===== src/rtl/glorb_ctrl_pkg.sv =====
// Shared encodings for the glorb 8-bit core sequencer: opcode/funct fields,
// controller state encoding and small instruction-field helpers.
package glorb_ctrl_pkg;

    localparam logic OP_R = 1'b0;
    localparam logic OP_B = 1'b1;

    localparam logic [1:0] R_ADD = 2'd0;
    localparam logic [1:0] R_AND = 2'd1;
    localparam logic [1:0] R_OR  = 2'd2;
    localparam logic [1:0] R_XOR = 2'd3;

    localparam logic B_BEQ = 1'b0;
    localparam logic B_BLT = 1'b1;

    typedef enum logic [1:0] {
        ST_IDLE  = 2'd0,
        ST_FETCH = 2'd1,
        ST_EXEC  = 2'd2,
        ST_HALT  = 2'd3
    } state_t;

    function automatic logic op_of(input logic [7:0] ins);
        return ins[0];
    endfunction

    function automatic logic bfunct_of(input logic [7:0] ins);
        return ins[1];
    endfunction

endpackage


===== src/rtl/glorb_ctrl_nextpc.sv =====
// Combinational next-PC selection for one executing instruction.
// The ALU result is truncated to the PC width before it is used.
module glorb_ctrl_nextpc
    import glorb_ctrl_pkg::*;
#(
    parameter int IW  = 8,
    parameter int IMW = 4,
    parameter int DW  = 8
) (
    input  logic [IW-1:0]  instr,
    input  logic [IMW-1:0] pc,
    input  logic [DW-1:0]  rs1_data,
    input  logic [DW-1:0]  rd_data,
    input  logic [DW-1:0]  alu_out,
    output logic [IMW-1:0] next_pc
);

    logic [IMW-1:0] pc_inc;
    logic [IMW-1:0] alu_trunc;
    logic           unused_bits;

    assign pc_inc      = pc + IMW'(1);
    assign alu_trunc   = alu_out[IMW-1:0];
    assign unused_bits = ^{instr[IW-1:2], alu_out[DW-1:IMW]};

    // BLT relies on the ALU to supply either the immediate or 1 as the offset.
    always_comb begin
        next_pc = pc_inc;
        if (op_of(instr[7:0]) == OP_B) begin
            if (bfunct_of(instr[7:0]) == B_BEQ) begin
                next_pc = (rs1_data == rd_data) ? alu_trunc : pc_inc;
            end else begin
                next_pc = pc + alu_trunc;
            end
        end
    end

endmodule


===== src/rtl/glorb_ctrl.sv =====
// Multi-cycle fetch/execute sequencer for the glorb 8-bit core.
// Optional HALT-on-self-branch detection is enabled by GLORB_CTRL_HALT_DETECT_EN.
module glorb_ctrl
    import glorb_ctrl_pkg::*;
#(
    parameter int IW  = 8,
    parameter int IMW = 4,
    parameter int DW  = 8,
    parameter int RCW = 8
) (
    input  logic           clk,
    input  logic           rst,
    input  logic           run,
    output logic           imem_req,
    output logic [IMW-1:0] imem_addr,
    input  logic           imem_ack,
    input  logic [IW-1:0]  imem_data,
    output logic [IW-1:0]  instr,
    output logic [IMW-1:0] pc,
    output logic [1:0]     rs1_addr,
    output logic [1:0]     rd_addr,
    input  logic [DW-1:0]  rs1_data,
    input  logic [DW-1:0]  rd_data,
    input  logic [DW-1:0]  alu_out,
    output logic           rf_we,
    output logic [1:0]     rf_waddr,
    output logic [DW-1:0]  rf_wdata,
    output logic           busy,
    output logic           halted,
    output logic [RCW-1:0] retired
);

    state_t         state_reg, state_next;
    logic [IMW-1:0] pc_reg, pc_next;
    logic [IW-1:0]  instr_reg, instr_next;
    logic [RCW-1:0] retired_reg, retired_next;
    logic [IMW-1:0] nextpc_val;

    glorb_ctrl_nextpc #(
        .IW  (IW),
        .IMW (IMW),
        .DW  (DW)
    ) u_nextpc (
        .instr    (instr_reg),
        .pc       (pc_reg),
        .rs1_data (rs1_data),
        .rd_data  (rd_data),
        .alu_out  (alu_out),
        .next_pc  (nextpc_val)
    );

    always_ff @(posedge clk) begin
        if (rst) begin
            state_reg   <= ST_IDLE;
            pc_reg      <= '0;
            instr_reg   <= '0;
            retired_reg <= '0;
        end else begin
            state_reg   <= state_next;
            pc_reg      <= pc_next;
            instr_reg   <= instr_next;
            retired_reg <= retired_next;
        end
    end

    // An ack is only honoured in FETCH, so a late ack after reset is dropped.
    always_comb begin
        state_next   = state_reg;
        pc_next      = pc_reg;
        instr_next   = instr_reg;
        retired_next = retired_reg;
        case (state_reg)
            ST_IDLE: begin
                if (run) state_next = ST_FETCH;
            end
            ST_FETCH: begin
                if (imem_ack) begin
                    instr_next = imem_data;
                    state_next = ST_EXEC;
                end
            end
            ST_EXEC: begin
                pc_next      = nextpc_val;
                retired_next = retired_reg + RCW'(1);
`ifdef GLORB_CTRL_HALT_DETECT_EN
                if (nextpc_val == pc_reg) state_next = ST_HALT;
                else                      state_next = run ? ST_FETCH : ST_IDLE;
`else
                state_next = run ? ST_FETCH : ST_IDLE;
`endif
            end
            ST_HALT: begin
`ifdef GLORB_CTRL_HALT_DETECT_EN
                state_next = ST_HALT;
`else
                state_next = ST_IDLE;
`endif
            end
            default: state_next = ST_IDLE;
        endcase
    end

    always_comb begin
        imem_req = (state_reg == ST_FETCH);
        busy     = (state_reg == ST_FETCH) || (state_reg == ST_EXEC);
        rf_we    = (state_reg == ST_EXEC) && (op_of(instr_reg[7:0]) == OP_R);
`ifdef GLORB_CTRL_HALT_DETECT_EN
        halted   = (state_reg == ST_HALT);
`else
        halted   = 1'b0;
`endif
    end

    assign imem_addr = pc_reg;
    assign pc        = pc_reg;
    assign instr     = instr_reg;
    assign retired   = retired_reg;
    assign rs1_addr  = instr_reg[7:6];
    assign rd_addr   = instr_reg[5:4];
    assign rf_waddr  = instr_reg[5:4];
    assign rf_wdata  = alu_out;

endmodule


===== config.mk =====
export PLATFORM = sky130hd
export DESIGN_NAME = glorb_ctrl
export DESIGN_NICKNAME = d
export VERILOG_FILES = /design/src/rtl/glorb_ctrl_pkg.sv /design/src/rtl/glorb_ctrl_nextpc.sv /design/src/rtl/glorb_ctrl.sv
export SDC_FILE = /design/constraint.sdc
export NUM_CORES = 1
export LEC_CHECK = 0
export ABC_AREA = 0
export CAP_MARGIN = 20
export CORE_MARGIN = 2
export CORE_UTILIZATION = 40
export CTS_BUF_LIST = sky130_fd_sc_hd__clkbuf_4 sky130_fd_sc_hd__clkbuf_8
export CTS_CLUSTER_DIAMETER = 120
export CTS_CLUSTER_SIZE = 10
export DETAILED_ROUTE_END_ITERATION = 10
export PLACE_DENSITY = 0.93
export SETUP_SLACK_MARGIN = 0.02
export SKIP_CTS_REPAIR_TIMING = 1
export SKIP_LAST_GASP = 1
export SYNTH_ARGS = -nofsm -noshare
export SYNTH_HDL_FRONTEND = slang
export SYNTH_SLANG_ARGS = --single-unit

===== constraint.sdc =====
create_clock -name clk -period 1.75 [get_ports clk]
set_input_delay 0.175 -clock clk [delete_from_list [all_inputs] [get_ports clk]]
set_output_delay 0.175 -clock clk [all_outputs]
set_load 0.01 [all_outputs]

==> results of run 1 <==
where the power goes:
part | switching, mW | internal, mW | total (mW)
clock network | 0.162 | 0.232 | 0.394
registers | 0.0256 | 0.524 | 0.550
logic | 0.149 | 0.208 | 0.357
per-stage QoR:
step | TNS (ns) | instance area [um2] | instances
after global routing | 0 | 2150 | 279
after global placement | -0.256 | 2070 | 273
after floorplan | 0 | 1430 | 176
after detailed placement | -0.498 | 2070 | 273
final | 0 | 2150 | 279
after CTS | -0.136 | 2120 | 277
kinds of logic (layout without fill, tap and decap cells):
family,Yosys count,after routing
compound gates,33,33
xor+xnor,16,16
fa+ha+maj,10,10
buf+inv,34,91
flops,22,22
mux,5,5
other cells,1,1
simple gates,55,55
layout make-up:
class,instances,share of cell area (%)
clock inverter,1,1.40
tap,46,2.68
timing repair buffer,80,36.2
inverter,7,1.22
multi-input combinational,120,36.7
sequential,22,20.7
clock buffer,3,1.05
per-layer routing:
| layer | part of all wire [%] | vias to the layer above | routed length, um | GRT usage [%] |
|---|---|---|---|---|
| li1 | - | 689 | - | - |
| met1 | 43 | 655 | 1500 | 20.8 |
| met2 | 50 | 51 | 1730 | 28.6 |
| met3 | 6.8 | 4 | 236 | 3.17 |
| met4 | 0.77 | 0 | 27 | 7.61 |
| met5 | 0 | - | 0 | 0 |
cells in the final DEF (no fill, tap or decap):
cell type	netlist	layout
a21oi_1	16	16
buf_4	19	12
and3_1	1	1
conb_1	1	1
xnor2_1	4	4
o21a_1	2	2
o22ai_1	1	1
clkdlybuf4s50_1	0	65
nand4_1	3	3
or2_2	1	1
and3b_1	1	1
clkbuf_4	0	3
o221ai_1	1	1
ha_1	9	9
mux2i_1	4	4
fa_1	1	1
o211ai_1	1	1
a211o_1	1	1
and2_1	1	1
xor2_1	12	12
nor2_1	13	13
mux2_2	1	1
a2bb2oi_1	1	1
nand2_1	16	16
dfxtp_1	22	18
o32ai_2	1	1
a21o_1	1	1
dfxtp_2	0	4
bufinv_16	0	1
nand3_1	10	10
dlymetal6s2s_1	0	3
or3_1	4	4
inv_1	7	7
nor2b_1	2	2
o21ai_0	6	6
nor3_1	1	1
a31oi_1	2	2
nor4_1	2	2
how the worst min path moves through the flow:
| stage | depth (start not counted) | end |
|---|---|---|
| after floorplan | 2 | instr[2] |
| after global placement | 0 | rf_wdata[4] |
| after detailed placement | 0 | rf_wdata[4] |
| after CTS | 0 | rf_wdata[4] |
| after global routing | 0 | rf_wdata[6] |
| final | 0 | rf_wdata[5] |
==> results.json, run 1 <==
{
  "synthMuxAreaShare_pct": 3.59,
  "synth_area_leaders": "dfxtp_1 31%, buf_4 10%, ha_1 7.9%",
  "r2r_setup_slack_ns": 0.18,
  "run_status": "complete, no violations",
  "final_nets": 280,
  "synth.distinct_cells": 35,
  "synth_xor_area_share_pct": 9.80,
  "hp-class": "input pin to output port",
  "required_ns": 1.57,
  "ant_nets": 0,
  "grt_max_degree": 23,
  "pre_cts_slack_ns": -0.154,
  "avgViaCountPerCell": 5.01,
  "slew_viol_final": 0,
  "startpoint": "imem_addr[2]",
  "postSynthCellCount": 176,
  "min-delay-start": "alu_out[5]",
  "rsz0062_at_grt": "no",
  "fin_crit_ns": 1.57,
  "wl_mm": 3.50,
  "start_util_pct": 42.2,
  "cts_tree": "built",
  "r2r_cells": 6,
  "port-buffer-count": 68,
  "grt_use_total_pct": 16.9,
  "final_util_pct": 63.4,
  "drtPass1Iterations": 4,
  "max-vdd-ir-drop_mv": 0.518,
  "p_leak_nw": 0.874,
  "syn_area_mm2": 0.00143,
  "layout.area.seq_um2": 445,
  "grt_overflow": 0,
  "synth_top_cell_by_area": "dfxtp_1",
  "wl_per_cell_um": 12.5,
  "crit_cells": 2,
  "diodes": 0,
  "synth_top_family_by_area": "simple AND/OR/NAND/NOR gates",
  "synth-main-ff-cell": "dfxtp_1",
  "vias": 1399,
  "dieArea_mm2": 0.00407,
  "fin_crit_sh_pct": 89.7,
  "rr_startpoint": "state_reg[0]",
  "yosys.area.top_type_share_pct": 30.8,
  "nFillCells": 299,
  "clock-root-buffer": "clkbuf_4",
  "dp_hpwl_mm": 2.60,
  "start_kind": "flip-flop",
  "hold_slack_ns": 0.350,
  "clock_sinks": 22,
  "worst-path-buf-inv": 2,
  "max_stage_delay_ns": 0.53,
  "crit_type": "flip-flop to output port",
  "antenna_found_initial": 0,
  "syn_avg_cell_area_um2": 8.13,
  "coreArea_mm2": 0.00339,
  "setup_viol": 0,
  "drt_iter0_markers": 59,
  "ctsLongestPathBuffers": 2,
  "fmax_ghz": 0.637,
  "endpoint": "pc[2]",
  "reg2reg_to": "imem_addr[0]",
  "worstPathCellList": "buf_4 -> clkdlybuf4s50_1",
  "synth_seq_area_share_pct": 30.8,
  "power_mw": 1.30,
  "multi_input_area_um2": 790,
  "grt_pass1_wl_mm": 5.61,
  "synth_commonest_cells": "22 x dfxtp_1, 19 x buf_4, 16 x a21oi_1, 16 x nand2_1, 13 x nor2_1",
  "place.gp.congestion": 0.837,
  "synth_fa_ha_area_share_pct": 9.27,
  "synthToLayoutAreaGrowth_pct": 50.3,
  "arrival_ns": 1.39,
  "synth-edff-count": 0,
  "htree_levels": 1,
  "hold_viol_final": 0,
  "maxCapViolations": 0,
  "path_max_fanout": 7,
  "clkSlewWorstSetupHoldPaths_ns": 0.14,
  "die_w_um": 63.8,
  "synthSimpleGateAreaFrac_pct": 18.2,
  "synth_nets": 222,
  "cts_buffers": 3,
  "clock-skew-final_ns": 0.0226,
  "powerDensity_mw_per_mm2": 605,
  "synth_seq_cells": 22,
  "async_reset_ff_share_pct": 0,
  "post-route-drc-count": 0,
  "die_y_um": 63.8,
  "grt_pass1_vias": 1238,
  "endpoint_kind": "output port",
  "synth.most_common_cell": "dfxtp_1",
  "io_pins": 78,
  "crit_family": "buffers and inverters",
  "synth-compound-area-share_pct": 14.1,
  "layout_setup_ws_ns": 0.181,
  "drive_gt1_share_pct": 9.87,
  "cp_slowest_cell": "clkdlybuf4s50_1",
  "yosysWarningCount": 0,
  "placementRows": 21,
  "clk_latency_ns": 0.32
}
Power figures use the tool's default switching activity.
==> inputs of run 2 (changes only) <==
Settings changed: SLEW_MARGIN from default to 20.
==> results of run 2 <==
Same layout as run 1: the final DEF is identical, and so are final timing and power.
